File: src/rtl/hazard_fwd_ctrl.sv
// Hazard detection and forwarding control for a 5-stage in-order pipeline.
// Tracks the producers in EX/MEM/WB and decides stall, flush and ALU operand bypass.
module hazard_fwd_ctrl #(
  parameter int unsigned ADDR_W = 5,
  parameter int unsigned CNT_W  = 16,
  parameter int unsigned FWD_EN = 1
) (
  input  logic              clk,
  input  logic              rst,
  input  logic              id_valid,
  input  logic [ADDR_W-1:0] id_rs,
  input  logic [ADDR_W-1:0] id_rt,
  input  logic              id_use_rs,
  input  logic              id_use_rt,
  input  logic [ADDR_W-1:0] id_dst,
  input  logic              id_reg_write,
  input  logic              id_mem_read,
  input  logic              ex_branch_taken,
  input  logic              clr_cnt,
  output logic              stall,
  output logic              flush_ifid,
  output logic              flush_idex,
  output logic [1:0]        fwd_a,
  output logic [1:0]        fwd_b,
  output logic [CNT_W-1:0]  stall_cnt
);

  typedef struct packed {
    logic              valid;
    logic [ADDR_W-1:0] dst;
    logic              reg_write;
    logic              mem_read;
  } entry_t;

  localparam logic [1:0] SelRf    = 2'b00;
  localparam logic [1:0] SelExMem = 2'b01;
  localparam logic [1:0] SelMemWb = 2'b10;

  entry_t           ex_q, ex_d, mem_q, mem_d, wb_q, wb_d;
  logic [1:0]       fwd_a_q, fwd_a_d, fwd_b_q, fwd_b_d;
  logic [CNT_W-1:0] cnt_q, cnt_d;

  logic a_ex, b_ex, a_mem, b_mem;
  logic hazard;

  // Register 0 is hardwired to zero, so it never creates a dependency.
  function automatic logic src_hit(input logic use_src, input logic [ADDR_W-1:0] src,
                                   input entry_t e);
    return use_src && (src != '0) && e.valid && e.reg_write && (e.dst == src);
  endfunction

  always_comb begin
    a_ex  = src_hit(id_use_rs, id_rs, ex_q);
    b_ex  = src_hit(id_use_rt, id_rt, ex_q);
    a_mem = src_hit(id_use_rs, id_rs, mem_q);
    b_mem = src_hit(id_use_rt, id_rt, mem_q);

    if (FWD_EN != 0) begin
      hazard = id_valid && (a_ex || b_ex) && ex_q.mem_read;
    end else begin
      // WB writes the register file before ID reads it, so only EX/MEM matter.
      hazard = id_valid && (a_ex || b_ex || a_mem || b_mem);
    end

    stall      = hazard && !ex_branch_taken;
    flush_ifid = ex_branch_taken;
    flush_idex = ex_branch_taken;
  end

  always_comb begin
    ex_d           = '0;
    mem_d          = ex_q;
    wb_d           = mem_q;
    fwd_a_d        = SelRf;
    fwd_b_d        = SelRf;
    cnt_d          = cnt_q;

    if (!stall && !ex_branch_taken) begin
      ex_d.valid     = id_valid;
      ex_d.dst       = id_dst;
      ex_d.reg_write = id_reg_write;
      ex_d.mem_read  = id_mem_read;
      if ((FWD_EN != 0) && id_valid) begin
        fwd_a_d = a_ex ? SelExMem : (a_mem ? SelMemWb : SelRf);
        fwd_b_d = b_ex ? SelExMem : (b_mem ? SelMemWb : SelRf);
      end
    end

    if (clr_cnt) begin
      cnt_d = '0;
    end else if (stall && (cnt_q != '1)) begin
      cnt_d = cnt_q + CNT_W'(1);
    end
  end

  always_ff @(posedge clk or posedge rst) begin
    if (rst) begin
      ex_q    <= '0;
      mem_q   <= '0;
      wb_q    <= '0;
      fwd_a_q <= SelRf;
      fwd_b_q <= SelRf;
      cnt_q   <= '0;
    end else begin
      ex_q    <= ex_d;
      mem_q   <= mem_d;
      wb_q    <= wb_d;
      fwd_a_q <= fwd_a_d;
      fwd_b_q <= fwd_b_d;
      cnt_q   <= cnt_d;
    end
  end

  // The WB entry completes the scoreboard but never causes a hazard.
  logic unused_wb;
  assign unused_wb = ^wb_q;

  assign fwd_a     = fwd_a_q;
  assign fwd_b     = fwd_b_q;
  assign stall_cnt = cnt_q;

endmodule

File: config.mk
export PLATFORM = sky130hd
export DESIGN_NAME = hazard_fwd_ctrl
export DESIGN_NICKNAME = d
export VERILOG_FILES = /design/src/rtl/hazard_fwd_ctrl.sv
export SDC_FILE = /design/constraint.sdc
export NUM_CORES = 1
export LEC_CHECK = 0
export ABC_AREA = 1
export CAP_MARGIN = 20
export CORE_MARGIN = 4
export CORE_UTILIZATION = 45
export CTS_CLUSTER_DIAMETER = 150
export DETAILED_ROUTE_END_ITERATION = 8
export PLACE_DENSITY = 0.82
export SLEW_MARGIN = 20
export SYNTH_ARGS = -nofsm -noshare
export SYNTH_HDL_FRONTEND = slang
export SYNTH_SLANG_ARGS = --single-unit
File: constraint.sdc
create_clock -name clk -period 1.8 [get_ports clk]
set_input_delay 0.45 -clock clk [delete_from_list [all_inputs] [get_ports clk]]
set_output_delay 0.45 -clock clk [all_outputs]
set_load 0.02 [all_outputs]
Word-level counts from Yosys, hierarchy flattened. Cells that the tools add are included.

Muxes and demuxes: 11. Equal/unequal tests: 5. Reductions and logical operators: 25. $add $sub $neg: 1.

Operator list (count): $mux W16 (2); $eq A5 B5 Y1 (4); $logic_and A1 B1 Y1 (19); $add A16 B1 Y16 const B (1); $mux W2 (8); $ne A16 B16 Y1 const B (1); $reduce_bool A5 Y1 (2); $mux W8 (1); $logic_not A1 Y1 (2); $reduce_bool A2 Y1 (1); $logic_or A1 B1 Y1 (1).

Logic and storage cells: 52. Input bits: 24. Register bits: 35. Output and inout port bits: 23.

Longest topological paths before layout. Gate-level depths: netlist (run 1).

Depth in word-level cells: 12. Depth in mapped cells: 12. Mapped depth without buffers: 12.

Least setup slack after synthesis (run 1). No wires, ideal clock.

Path kind: input-to-output. Start: in id_rs[3]. End: out stall. Path slack: 0.013 ns. Required time: 1.350 ns. Path buffers: 0. Stages on the path: 8. Data arrival time: 1.337 ns. Cells stage by stage: inv_1 a21oi_1 nand2_1 nor2_1 nand3_1 nand2_2 nand2_1 nor2_1.

Longest elaborated chain between the ends: 9. Elaborated cells between the ends (all ways): 10. Those cells by class: eq/ne (1); reduce/logical (9).

RTL lines: start, declared (RTL line 11) `input logic [ADDR_W-1:0] id_rs,`; $reduce_bool A5 Y1 (RTL line 49) `return use_src && (src != '0) && e.valid && e.reg_write && (e.dst == src);`; $logic_and A1 B1 Y1 (3 in a row) (RTL line 49); $logic_and A1 B1 Y1 (*) (RTL line 49); $logic_or A1 B1 Y1 (*); $logic_and A1 B1 Y1 (*) (2 in a row) (RTL line 59) `hazard = id_valid && (a_ex || b_ex) && ex_q.mem_read;`; $logic_and A1 B1 Y1 (*) (RTL line 65) `stall = hazard && !ex_branch_taken;`; end, declared (RTL line 20) `output logic stall,`.

Mark *: on every way between the ends. The rest lies on a longest branch, timed or not.

Worst setup path after layout (run 1).
Start: in id_rt[3]. End: out stall.

Longest elaborated chain between the ends: 9. Elaborated cells between the ends (all ways): 10. Those cells by class: eq/ne (1); reduce/logical (9).

RTL lines: start, declared (RTL line 12) `input logic [ADDR_W-1:0] id_rt,`; $reduce_bool A5 Y1 (RTL line 49); $logic_and A1 B1 Y1 (3 in a row) (RTL line 49); $logic_and A1 B1 Y1 (*) (RTL line 49); $logic_or A1 B1 Y1 (*); $logic_and A1 B1 Y1 (*) (2 in a row) (RTL line 59); $logic_and A1 B1 Y1 (*) (RTL line 65).

Marked as above.

==> results of run 1 <==
[repair_timing]
item | in CTS | in global routing
endpoints found under the setup margin | 31 | 22
hold buffers | 0 | 0
gates cloned | 0 | 1
pin swaps | 3 | 10
resized for setup | 37 | 33
setup buffers | 2 | 2
[routing by layer]
| layer | wire [um] | global-route usage | vias to the layer above |
|---|---|---|---|
| li1 | - | - | 1027 |
| met1 | 2255 | 0.2285 | 958 |
| met2 | 2806 | 0.3500 | 56 |
| met3 | 277 | 0.04617 | 6 |
| met4 | 61 | 0.06990 | 0 |
| met5 | 0 | 0 | - |
[flip-flops by register name (all words and copies together), names as in the netlist]
| register | flops |
|---|---|
| stall_cnt | 16 |
| fwd_b | 2 |
| mem_q | 7 |
| fwd_a | 2 |
| ex_q | 8 |
[power by group through the flow]
stage / Clock (mW) / Combinational (mW) / Sequential [mW]
2_1_floorplan: 0 / 0.116 / 0.853
3_3_place_gp: 0 / 0.258 / 0.844
3_5_place_dp: 0 / 0.261 / 0.845
4_1_cts: 0.750 / 0.252 / 0.830
5_1_grt: 0.784 / 0.289 / 0.835
6_report: 0.744 / 0.261 / 0.831
[cells in the mapped netlist, types with 3 or more instances]
cell | instances | share of area
sky130_fd_sc_hd__a21oi_1 | 6 | 0.015
sky130_fd_sc_hd__buf_4 | 3 | 0.011
sky130_fd_sc_hd__clkbuf_1 | 3 | 0.0055
sky130_fd_sc_hd__dfrtp_1 | 35 | 0.43
sky130_fd_sc_hd__inv_1 | 42 | 0.077
sky130_fd_sc_hd__nand2_1 | 79 | 0.15
sky130_fd_sc_hd__nand3_1 | 27 | 0.066
sky130_fd_sc_hd__nand4_1 | 3 | 0.0092
sky130_fd_sc_hd__nor2_1 | 42 | 0.077
sky130_fd_sc_hd__nor3_1 | 9 | 0.022
sky130_fd_sc_hd__o21ai_0 | 3 | 0.0074
sky130_fd_sc_hd__xnor2_1 | 5 | 0.021
sky130_fd_sc_hd__xor2_1 | 4 | 0.017
[logic make-up after synthesis]
family	Yosys count	synth area share
AOI/OAI and AO/OA	17	0.05218
and+or+nand+nor	171	0.3683
buffers and inverters	51	0.1050
xor gates and xnor gates	9	0.03867
adders and majority gates	1	0.006138
DFF	35	0.4297
[per-stage QoR]
step           TNS, ps  cell area, um^2
4_1_cts         -252.1             2805
6_report         -1790             2953
2_1_floorplan        0             2038
5_1_grt          -2641             2953
3_5_place_dp    -11720             2683
3_3_place_gp    -10220             2683
[layout make-up]
| cell class | count | area (um^2) | area share |
|---|---|---|---|
| Clock inverter | 2 | 35.03 | 0.01186 |
| Inverter | 44 | 165.2 | 0.05593 |
| Multi-Input combinational cell | 198 | 1059 | 0.3585 |
| Clock buffer | 6 | 82.58 | 0.02797 |
| Tap cell | 52 | 65.06 | 0.02203 |
| Timing Repair Buffer | 70 | 670.6 | 0.2271 |
| Sequential cell | 35 | 875.8 | 0.2966 |
[worst paths after layout]
kind	startpoint	endpoint	slack, ps	depth (start not counted)
worst max-delay path	id_rt[3]	stall	-280	10
worst min-delay path	ex_q[7]	mem_q[7]	400	0
worst max register to register	ex_q[5]	stall_cnt[15]	-100	11
worst min register to register	ex_q[7]	mem_q[7]	400	0
max in group asynchronous	rst	stall_cnt[13]	930	3
min in group asynchronous	rst	stall_cnt[5]	560	3
[critical path, delay by kind of cell]
kind                   cells  cell delay (ps)
AND/OR/NAND/NOR            6              570
buffers and inverters      3              470
AO/OA/AOI/OAI              1              130
==> run summary, run 1 <==
PLACE
-------------------------------------------------------------------------------------
Placed Cells                                                                      394
Setup Slack @ Placement                                                      -1053 ps
Count of buffers inserted at the top-level ports                                   46
DP HPWL                                                                       3732 um
Routability cong.                                                              0.8680

LOGIC SYNTHESIS
-------------------------------------------------------------------------------------
Sequential element share of the synthesized area                               0.4297
Syn. warnings                                                                       0
Flip-flop and latch count after synthesis                                          35
Post-synth net total                                                              309
Synthesized cell area                                                    0.002038 mm^2
Count of unique library cells instantiated by Yosys                                31
Ys flop type                                                             sky130_fd_sc_hd__dfrtp_1
Average instance area after synthesis                                      7.177 um^2
Ys async rst share                                                              1.000
Number of enable flip-flop cells after synthesis                                    0
Post-synthesis cell count                                                         284

DRT
-------------------------------------------------------------------------------------
Detailed-router iteration count before antenna repair                               5
Drt via density                                                                 5.029
Number of routed nets with antenna violations                                       0
Number of remaining DRC errors                                                      0
Wirelength, routed                                                            5401 um
Drt wl/cell                                                                  13.27 um
First DRT Iteration DRCs                                                           52
Number of vias in the routed layout                                             2,047

GRT
-------------------------------------------------------------------------------------
Pin count of the biggest net entering global routing                               36
GR Overflow Total                                                                   0
All-layer global routing usage                                                 0.1959
First-pass GRT wire length                                                    8507 um
Antenna violations before repair                                                    0
Vias in the first global route                                                  1,998

CLOCKING
-------------------------------------------------------------------------------------
Clock latency reported for the late side of the worst-skew pair                290 ps
Maximum number of buffers from clock root to sink                                   2
Clock Sinks                                                                        35
Clock root buffer                                                        sky130_fd_sc_hd__clkbuf_8
Clock-pin slew of the registers on the worst-case setup and hold paths          80 ps
Maximum level of the CTS H-tree                                                     2
Clock tree from TritonCTS                                                       built
CTS Buf Count                                                                       5

SETUP PATH
-------------------------------------------------------------------------------------
Cell Chain, Critical Path                                                dlygate4sd2_1 > inv_2 > a21oi_2 > nand2_1 > nor2_2 > nand3_2 > nand2_2 > nand2_2 > nor2_4 > buf_6
Top cell by count, worst path                                            sky130_fd_sc_hd__nand2_2
CP arrival                                                                    1630 ps
Category of the critical setup timing path                                     in2out
Highest cell delay on the worst timing path                                    280 ps
Critical path startpoint category                                        primary input
Cell type of the slowest stage on the worst timing path                  sky130_fd_sc_hd__dlygate4sd2_1
Required time reported for the critical path endpoint                         1350 ps
Highest fanout seen on the critical path                                            4
Category of the worst setup path capture point                           primary output

CELLS AND AREA
-------------------------------------------------------------------------------------
Fill cell instance count of the final layout                                      393
Antenna diodes                                                                      0
Synthesis-to-layout area growth                                                44.87%
Net count of the finished layout                                                  379
Util after Layout                                                              0.6735
Most used cells in the layout excluding fill and tap cells               72 x sky130_fd_sc_hd__nand2_1, 39 x sky130_fd_sc_hd__inv_1, 37 x sky130_fd_sc_hd__nor2_1
Finished Layout Cells                                                             407
Commonest non-fill, non-tap cell in the layout                           sky130_fd_sc_hd__nand2_1
Share of final-layout standard cells stronger than drive strength 1            0.1915

STA
-------------------------------------------------------------------------------------
Final worst path period share                                                   1.155
Final-report setup violation count                                                 19
Unrepaired setup endpoints after global routing                                   yes
Minimum period implied by the final worst setup slack                         2079 ps
Peak clock frequency supported by timing                                    481.0 MHz
Crit path setup slack, layout                                               -278.8 ps
Number of hold-slack violations in the final timing report                          0
Pin slew with the least headroom to its limit                                440.8 ps
Relative max-transition margin                                                 0.7061
Hold WS                                                                      395.5 ps
Worst clock skew on the final layout                                         8.106 ps
Max Transition Viols Final                                                          0

FLOORPLAN
-------------------------------------------------------------------------------------
Placeable core region                                                    0.004384 mm^2
Die area                                                                 0.005670 mm^2
X dimension of the die                                                       75.30 um
Initial Util                                                                   0.4649
Row cnt                                                                            24
Boundary pin count                                                                 47
Floorplan die height                                                         75.30 um

POWER
-------------------------------------------------------------------------------------
Static leakage power                                                         1.607 nW
Total design power                                                           1.836 mW
Power spent charging and discharging nets                                   0.4582 mW
Combinational share of power                                                    0.142
Cell-internal power                                                          1.378 mW
Cell area power density                                                  621.8 mW/mm^2
Power share of the clock group                                                  0.405
Seq pwr share                                                                   0.452
Switch share                                                                   0.2496
Maximum vdd drop                                                            0.4686 mV

OUTCOME
-------------------------------------------------------------------------------------
Failing checks                                                           negative setup slack
Status                                                                   complete, but fails checks

JOB
-------------------------------------------------------------------------------------
Maximum Capacitance Violations                                                      0

HOLD PATH
-------------------------------------------------------------------------------------
Min-Delay Path Class                                                          reg2reg

(Power assumes the default switching activity.)
==> run 2, diff against run 1 <==
- clock period: 1.8 -> 2.1 ns (I/O delays scaled with it)
==> run summary, run 2 (synthesis gave the netlist of run 1 again) <==
OUTCOME
-------------------------------------------------------------------------------------
Status                                                                   complete, but fails checks
Failing checks                                                           negative setup slack

CLOCKING
-------------------------------------------------------------------------------------
Number of buffers added to fix hold violations after cts                            0   unchanged
Clock tree from TritonCTS                                                       built
CTS Buf Count                                                                       5   unchanged
Clock-pin slew of the registers on the worst-case setup and hold paths          70 ps   about the same
Maximum level of the CTS H-tree                                                     2   unchanged
Clock root buffer                                                        sky130_fd_sc_hd__clkbuf_8
Clock Sinks                                                                        35   unchanged
Clock latency reported for the late side of the worst-skew pair                280 ps   about the same
Maximum number of buffers from clock root to sink                                   2   unchanged

SETUP PATH
-------------------------------------------------------------------------------------
Required time reported for the critical path endpoint                         1570 ps   +220 ps
CP arrival                                                                    1630 ps   about the same
Worst-case reg-to-reg path depth                                                   11   unchanged
Worst setup endpoint                                                            stall
Setup slack, reg-to-reg                                                        280 ps   +380 ps
Category of the worst setup path capture point                           primary output
Critical path startpoint category                                        primary input
Cell type of the slowest stage on the worst timing path                  sky130_fd_sc_hd__dlygate4sd2_1
Timing startpoint of the critical path                                       id_rt[1]
Cell Chain, Critical Path                                                dlygate4sd2_1 > nand2_1 > nand3_1 > nor2_2 > nand3_2 > nand2_2 > nand2_4 > nor2_4 > buf_6
Category of the critical setup timing path                                     in2out
FF-to-FF Start                                                                ex_q[5]
Highest cell delay on the worst timing path                                    270 ps   about the same
Highest fanout seen on the critical path                                            4   unchanged
Capturing point of the worst reg2reg path                                stall_cnt[3]

DRT
-------------------------------------------------------------------------------------
First DRT Iteration DRCs                                                           95   +83%
Drt wl/cell                                                                  12.43 um   -6.3%
Drt via density                                                                 4.895   -2.7%
Detailed-router iteration count before antenna repair                               4   -1
Wirelength, routed                                                            5071 um   -6.1%
Number of vias in the routed layout                                             1,997   -2.4%
Number of remaining DRC errors                                                      0   unchanged
Number of routed nets with antenna violations                                       0   unchanged

PLACE
-------------------------------------------------------------------------------------
DP HPWL                                                                       3695 um   -0.98%
Count of buffers inserted at the top-level ports                                   46   unchanged
Placed Cells                                                                      394   unchanged
Dpl cell area                                                            0.002683 mm^2   unchanged
Routability cong.                                                              0.8676   about the same

CELLS AND AREA
-------------------------------------------------------------------------------------
Antenna diodes                                                                      0   unchanged
Net count of the finished layout                                                  380   +0.26%
Synthesis-to-layout area growth                                                40.82%
Util after Layout                                                              0.6547   -0.01884
Finished Layout Cells                                                             408   +0.25%
Commonest non-fill, non-tap cell in the layout                           sky130_fd_sc_hd__nand2_1
Max reg flops                                                                      16   unchanged
Share of final-layout standard cells stronger than drive strength 1            0.1910   -0.0005381
Cell area after layout                                                   0.002870 mm^2   -2.8%
Most used cells in the layout excluding fill and tap cells               75 x sky130_fd_sc_hd__nand2_1, 39 x sky130_fd_sc_hd__nor2_1, 34 x sky130_fd_sc_hd__inv_1

STA
-------------------------------------------------------------------------------------
Worst clock skew on the final layout                                         6.423 ps   -1.683 ps
Unrepaired setup endpoints after global routing                                   yes
Peak clock frequency supported by timing                                    463.1 MHz
Relative max-transition margin                                                 0.7104   +0.004259
Max Transition Viols Final                                                          0   unchanged
Final worst path period share                                                   1.028
Setup_tns                                                                   -59.34 ps   +1730 ps
Minimum period implied by the final worst setup slack                         2159 ps
Number of hold-slack violations in the final timing report                          0   unchanged
Final-report setup violation count                                                  1   -18
Pin slew with the least headroom to its limit                                434.4 ps   -6.388 ps
Crit path setup slack, layout                                               -59.34 ps   +219.5 ps

FLOORPLAN
-------------------------------------------------------------------------------------
Floorplan die height                                                         75.30 um   unchanged
Die area                                                                 0.005670 mm^2   unchanged
Initial Util                                                                   0.4649   unchanged
Row cnt                                                                            24   unchanged
Placeable core region                                                    0.004384 mm^2   unchanged
X dimension of the die                                                       75.30 um   unchanged
Boundary pin count                                                                 47   unchanged

POWER
-------------------------------------------------------------------------------------
Seq pwr share                                                                   0.462   +0.010
Cell area power density                                                  539.7 mW/mm^2   -13%
Total design power                                                           1.549 mW   -16%
Static leakage power                                                         1.453 nW   -9.6%
Power share of the clock group                                                  0.400   -0.005
Combinational share of power                                                    0.138   -0.004
Cell-internal power                                                          1.180 mW   -14%
Maximum vdd drop                                                            0.5170 mV   +10%
Switch share                                                                   0.2385   -0.01109
Power spent charging and discharging nets                                   0.3694 mW   -19%

GRT
-------------------------------------------------------------------------------------
Pin count of the biggest net entering global routing                               36   unchanged
Vias in the first global route                                                  1,970   -1.4%
Antenna violations before repair                                                    0   unchanged
GR Overflow Total                                                                   0   unchanged
First-pass GRT wire length                                                    8349 um   -1.9%
All-layer global routing usage                                                 0.1907   -0.005210

HOLD PATH
-------------------------------------------------------------------------------------
Min-Delay Path Class                                                          reg2reg

JOB
-------------------------------------------------------------------------------------
Maximum Capacitance Violations                                                      0   unchanged

-- run 2: how the worst min path moves through the flow --
stage	end	slack [ps]	from	depth (start not counted)
final	mem_q[1]	380	ex_q[1]	0
after global placement	mem_q[1]	360	ex_q[1]	0
after floorplan	mem_q[7]	350	ex_q[7]	0
after global routing	mem_q[7]	380	ex_q[7]	0
after detailed placement	mem_q[7]	360	ex_q[7]	0
after CTS	mem_q[7]	380	ex_q[7]	0
-- run 2: power by group through the flow --
stage          combinational [mW]  sequential [mW]  clock [mW]
4_1_cts                     0.211            0.715       0.636
6_report                    0.214            0.716       0.619
5_1_grt                     0.237            0.718       0.663
3_3_place_gp                0.214            0.726           0
2_1_floorplan              0.0991            0.731           0
3_5_place_dp                0.216            0.728           0
-- run 2: cell type report --
| cell class | instances | area (um^2) |
|---|---|---|
| clock buffer | 6 | 82.58 |
| multi-input combinational | 198 | 994.7 |
| clock inverter | 2 | 35.03 |
| inverter | 44 | 165.2 |
| tap | 52 | 65.06 |
| timing repair buffer | 71 | 649.4 |
| fill | 377 | 1514 |
| sequential | 35 | 878.3 |
-- run 2: what timing repair did --
action / in CTS / in global routing
setup endpoints to repair: 3 / 2
setup buffers: 3 / 3
gates resized for setup: 24 / 29
pin swaps: 3 / 11
-- run 2: layer usage --
layer / up-vias / global-route usage / part of all wire
met5: - / 0 / 0
met2: 47 / 0.3547 / 0.52
met1: 915 / 0.2220 / 0.42
li1: 1027 / - / -
met3: 8 / 0.03562 / 0.043
met4: 0 / 0.05437 / 0.015
-- run 2: per-stage QoR --
stage | hold WS (ps) | setup slack, ps
3_5_place_dp | 357.7 | -920.7
6_report | 375.8 | -59.34
2_1_floorplan | 353.5 | 163.1
5_1_grt | 382.2 | -163.5
3_3_place_gp | 358.0 | -858.4
4_1_cts | 375.3 | -114.2
-- run 2: critical path, delay by kind of cell --
| family | cells | cell delay [ps] |
|---|---|---|
| simple gates | 7 | 700 |
| buf+inv | 2 | 390 |
==> run 3, diff against run 2 <==
- CORE_UTILIZATION: 45 -> 50
- PLACE_DENSITY: 0.82 -> 0.89
- REMOVE_ABC_BUFFERS: not set -> 1
==> run summary, run 3 (synthesis gave the netlist of run 1 again) <==
STA
-------------------------------------------------------------------------------------
Number of hold-slack violations in the final timing report                          0   unchanged
Minimum period implied by the final worst setup slack                         2168 ps   +8.702 ps
Worst clock skew on the final layout                                         11.67 ps   +5.249 ps
Setup_tns                                                                   -68.04 ps   -8.702 ps
Relative max-transition margin                                                 0.7095   -0.0009290
Unrepaired setup endpoints after global routing                                   yes
Hold WS                                                                      379.6 ps   +3.781 ps
Final worst path period share                                                   1.032   +0.004144
Peak clock frequency supported by timing                                    461.2 MHz   -0.40%
Final-report setup violation count                                                  1   unchanged
Crit path setup slack, layout                                               -68.04 ps   -8.702 ps
Max Transition Viols Final                                                          0   unchanged
Pin slew with the least headroom to its limit                                435.8 ps   +1.394 ps

DRT
-------------------------------------------------------------------------------------
Drt via density                                                                 5.259   +7.5%
Wirelength, routed                                                            5479 um   +8.0%
Number of remaining DRC errors                                                      0   unchanged
Number of vias in the routed layout                                             2,109   +5.6%
Detailed-router iteration count before antenna repair                               4   unchanged
Drt wl/cell                                                                  13.66 um   +9.9%
Number of routed nets with antenna violations                                       0   unchanged
First DRT Iteration DRCs                                                          171   +80%

PLACE
-------------------------------------------------------------------------------------
Dpl cell area                                                            0.002650 mm^2   -1.2%
Setup Slack @ Placement                                                     -891.1 ps   +29.60 ps
Routability cong.                                                              0.8745   +0.80%
Count of buffers inserted at the top-level ports                                   46   unchanged
DP HPWL                                                                       3847 um   +4.1%
Placed Cells                                                                      388   -1.5%

SETUP PATH
-------------------------------------------------------------------------------------
Cell type of the slowest stage on the worst timing path                  sky130_fd_sc_hd__clkdlybuf4s15_1
Cell Chain, Critical Path                                                clkdlybuf4s15_1 > inv_2 > a21oi_2 > nand2_1 > nor2_1 > nand3_2 > nand2_2 > nand2_4 > nor2_4 > buf_6
Category of the worst setup path capture point                           primary output
Highest cell delay on the worst timing path                                    240 ps   -30 ps
CP arrival                                                                    1640 ps   about the same
Worst-case reg-to-reg path depth                                                   12   +1
Count of buffer and inverter cells on the critical path                             3   +1
Required time reported for the critical path endpoint                         1570 ps   about the same
Highest fanout seen on the critical path                                            3   -1
Setup slack, reg-to-reg                                                        290 ps   about the same
FF-to-FF Start                                                                ex_q[4]
Category of the critical setup timing path                                     in2out
Critical path startpoint category                                        primary input
Capturing point of the worst reg2reg path                                stall_cnt[1]
Largest delay share family, worst path                                   simple AND/OR/NAND/NOR gates

CELLS AND AREA
-------------------------------------------------------------------------------------
Most used cells in the layout excluding fill and tap cells               78 x sky130_fd_sc_hd__nand2_1, 40 x sky130_fd_sc_hd__nor2_1, 38 x sky130_fd_sc_hd__inv_1
Util after Layout                                                              0.7391   +0.08445
Share of final-layout standard cells stronger than drive strength 1            0.1558   -0.03520
Net count of the finished layout                                                  377   -0.79%
Synthesis-to-layout area growth                                                37.75%
Cell area after layout                                                   0.002808 mm^2   -2.2%
Finished Layout Cells                                                             401   -1.7%
Fill cell instance count of the final layout                                      296   -21%
Max reg flops                                                                      16   unchanged
Commonest non-fill, non-tap cell in the layout                           sky130_fd_sc_hd__nand2_1
Antenna diodes                                                                      0   unchanged

JOB
-------------------------------------------------------------------------------------
Maximum Capacitance Violations                                                      0   unchanged

HOLD PATH
-------------------------------------------------------------------------------------
Worst Hold Depth                                                                    0   unchanged
Worst min-delay path endpoint                                                mem_q[7]
Min-Delay Path Class                                                          reg2reg
Origin of the worst min-delay path                                            ex_q[7]

CLOCKING
-------------------------------------------------------------------------------------
Maximum number of buffers from clock root to sink                                   2   unchanged
Clock latency reported for the late side of the worst-skew pair                290 ps   about the same
Number of buffers added to fix hold violations after cts                            0   unchanged
Clock Sinks                                                                        35   unchanged
Clock-pin slew of the registers on the worst-case setup and hold paths          80 ps   about the same
CTS Buf Count                                                                       5   unchanged
Maximum level of the CTS H-tree                                                     2   unchanged
Clock root buffer                                                        sky130_fd_sc_hd__clkbuf_8
Clock tree from TritonCTS                                                       built

GRT
-------------------------------------------------------------------------------------
Pin count of the biggest net entering global routing                               36   unchanged
All-layer global routing usage                                                 0.2144   +0.02371
GR Overflow Total                                                                   0   unchanged
Antenna violations before repair                                                    0   unchanged
First-pass GRT wire length                                                    8756 um   +4.9%
Vias in the first global route                                                  2,058   +4.5%

FLOORPLAN
-------------------------------------------------------------------------------------
Die area                                                                 0.005162 mm^2   -9.0%
Placeable core region                                                    0.003799 mm^2   -13%
Boundary pin count                                                                 47   unchanged
Floorplan die height                                                         71.85 um   -4.6%
Row cnt                                                                            22   -8.3%
Initial Util                                                                   0.5366   +0.07166
X dimension of the die                                                       71.85 um   -4.6%

POWER
-------------------------------------------------------------------------------------
Total design power                                                           1.536 mW   -0.88%
Static leakage power                                                         1.435 nW   -1.3%
Maximum vdd drop                                                            0.4423 mV   -14%
Cell area power density                                                  546.9 mW/mm^2   +1.3%

OUTCOME
-------------------------------------------------------------------------------------
Status                                                                   complete, but fails checks
Failing checks                                                           negative setup slack

[run 3: how the worst max path moves through the flow]
stage	cells past startpoint	endpoint	slack (ps)	from
after floorplan	8	stall	160	id_rs[3]
after global placement	10	stall	-850	id_rs[1]
after detailed placement	11	stall	-890	id_rt[4]
after CTS	11	stall	-130	id_rt[4]
after global routing	9	stall	-170	ex_q[4]
final	10	stall	-70	id_rt[3]
[run 3: metal layers]
metal,wire length [um],vias up,track usage
met5,0,-,0
met3,407,14,0.05049
met2,2834,90,0.3908
li1,-,1022,-
met1,2112,983,0.2462
met4,124,0,0.06681
[run 3: power breakdown]
| part | switching [mW] | leakage [nW] | internal [mW] |
|---|---|---|---|
| clock | 0.258 | 0.0581 | 0.353 |
| combinational | 0.117 | 0.908 | 0.0938 |
| sequential | 0.0187 | 0.469 | 0.695 |
[run 3: timing repair]
item / 4_1_cts / 5_1_grt
setup buffers: 2 / 3
gates resized for setup: 25 / 17
pin swaps: 3 / 7
endpoints found under the setup margin: 3 / 1
[run 3: worst reg2reg max path, cell delays in order (launching register included)]
cell                      delay [ps]
sky130_fd_sc_hd__dfrtp_1         420
sky130_fd_sc_hd__inv_1            70
sky130_fd_sc_hd__nand2_1          70
sky130_fd_sc_hd__nand2_1          60
sky130_fd_sc_hd__nor3_2          170
sky130_fd_sc_hd__nand3_2         120
sky130_fd_sc_hd__nand2_2         130
sky130_fd_sc_hd__buf_4           120
sky130_fd_sc_hd__buf_4           100
sky130_fd_sc_hd__nand4_4         120
sky130_fd_sc_hd__buf_4           190
sky130_fd_sc_hd__nand3_1          60
sky130_fd_sc_hd__nand2_1          60
[run 3: area by class of cell]
cell class                      instances  area, um^2  share of cell area
Multi-Input combinational cell        198       979.7              0.3489
Sequential cell                        35       877.1              0.3124
Timing Repair Buffer                   68       613.1              0.2184
Inverter                               44       165.2             0.05882
Clock buffer                            5       68.82             0.02451
Tap cell                               48       60.06             0.02139
Clock inverter                          3       43.79             0.01560
